`src/rtl/pdm_mic_frontend.sv`:
```
// PDM microphone front end: mic clock generation, data capture
// and CIC decimation into a valid/ready PCM stream.
module pdm_mic_frontend #(
  parameter int CLK_FREQ          = 100_000_000,
  parameter int PDM_CLK_FREQ      = 1_800_000,
  parameter int DECIMATION_FACTOR = 64,
  parameter int CIC_STAGES        = 4,
  parameter int DATA_WIDTH        = 16,
  parameter int PDM_CHANNEL       = 0
) (
  input  logic                  clk,
  input  logic                  rst_n,
  input  logic                  enable,
  output logic                  M_CLK,
  output logic                  M_LRSEL,
  input  logic                  M_DATA,
  output logic [DATA_WIDTH-1:0] pcm_data,
  output logic                  pcm_valid,
  input  logic                  pcm_ready,
  output logic                  overflow
);

  localparam int HALF_DIV = CLK_FREQ / (2 * PDM_CLK_FREQ);
  localparam int LOG2R    = $clog2(DECIMATION_FACTOR);
  localparam int W        = CIC_STAGES * LOG2R + 2;
  localparam int CW       = $clog2(HALF_DIV + 1);
  localparam logic [CW-1:0] DIV_LAST = CW'(HALF_DIV - 1);
  localparam logic SEL = (PDM_CHANNEL != 0);

  if (HALF_DIV < 2) begin : g_bad_div
    $error("HALF_DIV must be at least 2");
  end
  if ((DECIMATION_FACTOR < 2) ||
      ((DECIMATION_FACTOR & (DECIMATION_FACTOR - 1)) != 0))
  begin : g_bad_r
    $error("DECIMATION_FACTOR must be a power of two >= 2");
  end
  if (DATA_WIDTH > W) begin : g_bad_dw
    $error("DATA_WIDTH exceeds CIC register width");
  end
  if ((CIC_STAGES < 1) || (CIC_STAGES > 6)) begin : g_bad_n
    $error("CIC_STAGES must be 1..6");
  end

  logic [CW-1:0]    div_cnt;
  logic [1:0]       sync;
  logic [LOG2R-1:0] dec_cnt;
  logic [W-1:0]     integ    [CIC_STAGES];
  logic [W-1:0]     integ_nx [CIC_STAGES];
  logic [W-1:0]     dly      [CIC_STAGES];
  logic [W-1:0]     comb_s   [CIC_STAGES];
  logic [W-1:0]     x;
  logic             wrap;
  logic             smp;
  logic             decim;

  assign M_LRSEL = SEL;
  assign wrap    = enable && (div_cnt == DIV_LAST);
  assign smp     = wrap && (M_CLK == SEL);
  assign decim   = smp && (dec_cnt == '1);

  // mic clock divider, held at zero while disabled
  always_ff @(posedge clk or negedge rst_n) begin
    if (!rst_n) begin
      div_cnt <= '0;
      M_CLK   <= 1'b0;
    end else if (!enable) begin
      div_cnt <= '0;
      M_CLK   <= 1'b0;
    end else if (wrap) begin
      div_cnt <= '0;
      M_CLK   <= ~M_CLK;
    end else begin
      div_cnt <= div_cnt + 1'b1;
    end
  end

  // two-flop synchronizer for the asynchronous mic data
  always_ff @(posedge clk or negedge rst_n) begin
    if (!rst_n) sync <= '0;
    else        sync <= {sync[0], M_DATA};
  end

  // integrator cascade and comb cascade, both settle in one cycle
  always_comb begin
    x = {{(W-1){~sync[1]}}, 1'b1};
    integ_nx[0] = integ[0] + x;
    for (int i = 1; i < CIC_STAGES; i++)
      integ_nx[i] = integ[i] + integ_nx[i-1];
    comb_s[0] = integ_nx[CIC_STAGES-1] - dly[0];
    for (int i = 1; i < CIC_STAGES; i++)
      comb_s[i] = comb_s[i-1] - dly[i];
  end

  // CIC state: integrators per sample, comb delays per output
  always_ff @(posedge clk or negedge rst_n) begin
    if (!rst_n) begin
      dec_cnt <= '0;
      for (int i = 0; i < CIC_STAGES; i++) begin
        integ[i] <= '0;
        dly[i]   <= '0;
      end
    end else if (!enable) begin
      dec_cnt <= '0;
      for (int i = 0; i < CIC_STAGES; i++) begin
        integ[i] <= '0;
        dly[i]   <= '0;
      end
    end else if (smp) begin
      dec_cnt <= dec_cnt + 1'b1;
      for (int i = 0; i < CIC_STAGES; i++)
        integ[i] <= integ_nx[i];
      if (decim) begin
        dly[0] <= integ_nx[CIC_STAGES-1];
        for (int i = 1; i < CIC_STAGES; i++)
          dly[i] <= comb_s[i-1];
      end
    end
  end

  // output register with overwrite detection
  always_ff @(posedge clk or negedge rst_n) begin
    if (!rst_n) begin
      pcm_data  <= '0;
      pcm_valid <= 1'b0;
      overflow  <= 1'b0;
    end else if (!enable) begin
      pcm_valid <= 1'b0;
    end else if (decim) begin
      pcm_data  <= comb_s[CIC_STAGES-1][W-1 -: DATA_WIDTH];
      pcm_valid <= 1'b1;
      if (pcm_valid && !pcm_ready) overflow <= 1'b1;
    end else if (pcm_valid && pcm_ready) begin
      pcm_valid <= 1'b0;
    end
  end

endmodule

```
`config.mk`:
```
export PLATFORM = sky130hd
export DESIGN_NAME = pdm_mic_frontend
export DESIGN_NICKNAME = d
export VERILOG_FILES = /design/src/rtl/pdm_mic_frontend.sv
export SDC_FILE = /design/constraint.sdc
export NUM_CORES = 1
export LEC_CHECK = 0
export CORE_UTILIZATION = 66
export CTS_BUF_LIST = sky130_fd_sc_hd__clkbuf_4 sky130_fd_sc_hd__clkbuf_8
export CTS_CLUSTER_SIZE = 8
export DETAILED_ROUTE_END_ITERATION = 16
export PLACE_DENSITY = 0.83
export SLEW_MARGIN = 0
export SYNTH_ARGS = -nofsm -noshare
export SYNTH_HDL_FRONTEND = slang
export SYNTH_SLANG_ARGS = --single-unit
```
`constraint.sdc`:
```
create_clock -name clk -period 14 [get_ports clk]
set_input_delay 3.5 -clock clk [delete_from_list [all_inputs] [get_ports clk]]
set_output_delay 3.5 -clock clk [all_outputs]
set_load 0.02 [all_outputs]
```
==> impl_summary.txt <==
----------------------------------------------------
[Timing]
  Setup total negative slack ... 0 ps
  Slew at the pin closest to its max-slew limit ... 979.2 ps
  Final worst path period share ... 86.71%
  Rel. slew slack ... 34.72%
  Setup violators final ... 0
  Final max-slew violation count ... 0
  Clock Skew ... 22.49 ps
  Final Hold Vio Count ... 0
  Final period demand of the worst path ... 12140 ps
  F_max ... 82.37 MHz
  RSZ-0062 raised after global routing ... false

[Worst setup path]
  CP Data Arrival Time ... 12630 ps
  Critical-path top delay cell ... or4_1
  Data required, critical path ... 14490 ps
  Category of the worst setup path launch point ... flop
  Most prevalent standard cell on the critical path ... a21oi_1
  Gate family responsible for the most delay along the worst path ... compound AO/OA/AOI/OAI gates
  Slowest cell delay on critical path ... 520 ps
  CP max FO ... 25
  Critical Path End Type ... flop
  Kind of critical path ... flop to flop
  Buffering stage count on the worst path with inverters included ... 4

[Global routing]
  Largest net degree at the start of global routing ... 109
  Initial antenna violation count ... 0
  Global-route wire length before repair ... 68.70 mm
  Number of global-route vias before repair ... 15060
  Tot GR Track Use ... 28.43%
  Remaining global-route overflow ... 0

[Routing]
  Starting DRT DRC Count ... 1250
  Via count of the routed design ... 15380
  DR DRC count ... 0
  Number of vias per cell after detailed routing ... 5.907
  DRT Pass-1 Iters ... 5
  Average wire length per cell after detail routing ... 15.28 microns
  Total wire length ... 39.80 mm
  Antenna Violating Nets Remaining ... 0

[Cells and area]
  Summed area of non-filler cells in the final layout ... 0.01978 sq mm
  Antenna diode instance count ... 0
  Area added between synthesis and finish ... 7.604%
  Fillers ... 2065
  Fraction of final layout cells sized beyond drive strength 1 ... 5.063%
  Area taken by multi-input logic gates ... 0.01139 sq mm
  Post-layout nets ... 2421
  Total area of sequential cells ... 0.006006 sq mm

[Clocking]
  CTS clk-pin slew, worst paths ... 60 ps
  Post-CTS Setup Inserts ... 0
  Clock latency on the worst-skew pair ... 560 ps
  CTS resizes ... 0
  Count of hold buffers inserted by post-cts repair ... 0
  Clock root buffer master ... clkbuf_8
  Number of clock buffers inserted by TritonCTS ... 43
  Total clock sinks ... 240
  CTS max path bufs ... 3
  TritonCTS clock tree ... built
  Number of H-tree levels ... 2

[Placed design]
  Final GP Congestion ... 0.9367
  Placed standard-cell area ... 0.01885 sq mm
  Number of buffers added on ports ... 23
  DP Wirelength ... 27.52 mm

[Power and ir drop]
  Share of power burned in the clock network ... 33.5%
  Power density over cell area ... 105.8 mW/mm^2
  Combinational group share of total power ... 33.3%
  Seq pwr share ... 33.3%
  Internal portion of total power ... 1.392 mW
  Standby leakage power ... 9.196 nW
  Fraction of power spent switching nets ... 33.49%
  Sw Pwr ... 700.8 uW
  Peak supply drop ... 0.00006216 V

[Logic synthesis]
  Adder-Cell Fraction of Synth Area ... 14.92%
  Area contributors post-synth ... dfrtp_1, ha_1, nand2_1
  Post-Synth Simple-Gate Area ... 15.58%
  Post-synthesis cell type with the largest combined area ... dfrtp_1
  Synth cell types ... 68
  Most common flop cell mapped by yosys ... dfrtp_1
  Post-synthesis cell area ... 0.01838 sq mm
  Mean cell area of the mapped netlist ... 8.332 sq um
  Gate count of the mapped netlist ... 2206
  Multiplexer area fraction after synthesis ... 0.05446%
  Number of synthesized flops with an enable pin ... 0
  Portion of synthesized cell area occupied by the leading cell type ... 32.68%
  Yosys warnings ... 0
  Compound-Gate Fraction of Synth Area ... 22.33%
  Most instantiated library cell after synthesis ... nand2_1
  Post-synthesis async set-or-reset flop share ... 100.0%
  Xor and xnor area share after synthesis ... 8.993%
  Synthesized net count ... 2426
  Proportion of synthesized chip area in sequential cells ... 32.68%
  Cell types with the highest counts after synthesis ... nand2_1, dfrtp_1, a21oi_1
  Yosys reg bits ... 240
  Dominant combinational cell family by area after synthesis ... compound AO/OA/AOI/OAI gates

[Floorplanning]
  Floorplan die area ... 0.02852 sq mm
  IO Pins ... 25
  Site Rows ... 60
  Height of the die ... 168.9 microns
  Effective utilization at floorplan ... 67.82%
  Floorplan die width ... 168.9 microns
  CORE AREA ... 0.02710 sq mm

[Worst hold path]
  Class of the most critical hold timing path ... flop to flop

[Run]
  Reported max-cap violation count ... 0

[Run status]
  Status ... finished clean

----------------------------------------------------
==> power groups by stage <==
stage | clock network (mW) | registers [mW] | logic (mW)
after CTS | 0.714 | 0.696 | 0.691
final | 0.700 | 0.696 | 0.696
after detailed placement | 0 | 0.708 | 0.687
after global placement | 0 | 0.708 | 0.656
after global routing | 0.744 | 0.696 | 0.777
after floorplan | 0 | 0.708 | 0.536
==> worst reg2reg max path: cells and delay by family, from the launching register on <==
family	cells	cell delay (ps)
AO/OA/AOI/OAI	25	5180
XOR/XNOR	8	1370
adder cells (fa/ha/maj)	8	2680
buffers and inverters	4	460
flip-flops	1	360
AND/OR/NAND/NOR	10	2060
==> metrics by stage <==
step	setup slack [ps]	util [%]	total power, mW	hold slack (ps)	std cells
finish	1860	72.98	2.093	383.0	2604
global route	828.7	72.98	2.216	397.7	2604
global placement	2390	69.54	1.365	407.0	2528
detailed placement	2030	69.54	1.395	366.7	2528
floorplan	3001	-	1.244	331.2	2206
CTS	1923	72.98	2.101	397.2	2604
==> kinds of logic after synthesis <==
group	after synthesis
and+or+nand+nor	652
AOI/OAI and AO/OA	649
buffers and inverters	265
DFF	240
adders and majority gates	215
xor gates and xnor gates	183
other	1
muxes	1
==> sequential cells by signal, summed over array words and instances, names as in the netlist <==
register	flops
div_cnt	5
sync	2
overflow	1
integ	104
M_CLK	1
pcm_data	16
dec_cnt	6
pcm_valid	1
dly	104
==> layer usage <==
layer	wire length (microns)	up-vias	share of wire (%)	track usage (%)
met5	0	-	0	0
met4	534	0	1.3	6.719
li1	-	7672	-	-
met2	18970	297	48	48.58
met3	1631	49	4.1	3.437
met1	18660	7364	47	38.42
==> cell usage in the layout, fill, tap and decap left out, types with 5 or more instances in the layout <==
cell type and n:
nand4_1 18, a21oi_1 229, o21ai_0 107, xnor2_1 125, nor2_1 144, clkbuf_8 59, a31oi_1 16, a21boi_0 12
nand2_1 310, ha_1 208, clkdlybuf4s50_1 21, a41oi_1 6, fa_1 7, nand3_1 55, nor2b_1 21, o21bai_1 27
and3_1 14, or2_2 8, o21a_1 19, or3_1 10, nor3_1 31, inv_1 183, and2_1 6, o2111ai_1 5
nand2b_1 15, xor2_1 55, a211oi_1 13, clkbuf_4 13, a21o_1 86, buf_4 8, o31ai_1 73, o22ai_1 6
dfrtp_1 240, o211ai_1 6
==> worst paths after layout <==
| check | from | to | slack, ps | cells past startpoint |
|---|---|---|---|---|
| max in group asynchronous | rst_n | integ[91] | 9530 | 2 |
| max reg2reg | sync[1] | pcm_data[15] | 1860 | 55 |
| max | sync[1] | pcm_data[15] | 1860 | 55 |
| min | sync[0] | sync[1] | 380 | 0 |
| min in group asynchronous | rst_n | pcm_data[4] | 2950 | 1 |
| min reg2reg | sync[0] | sync[1] | 380 | 0 |
==> cell type report <==
cell class / count / area share [%]
Sequential cell: 240 / 30.37
Inverter: 184 / 3.517
Clock buffer: 72 / 4.599
Clock inverter: 4 / 0.1139
Timing Repair Buffer: 31 / 1.468
Tap cell: 372 / 2.353
Multi-Input combinational cell: 1701 / 57.58
(Power assumes the default switching activity.)
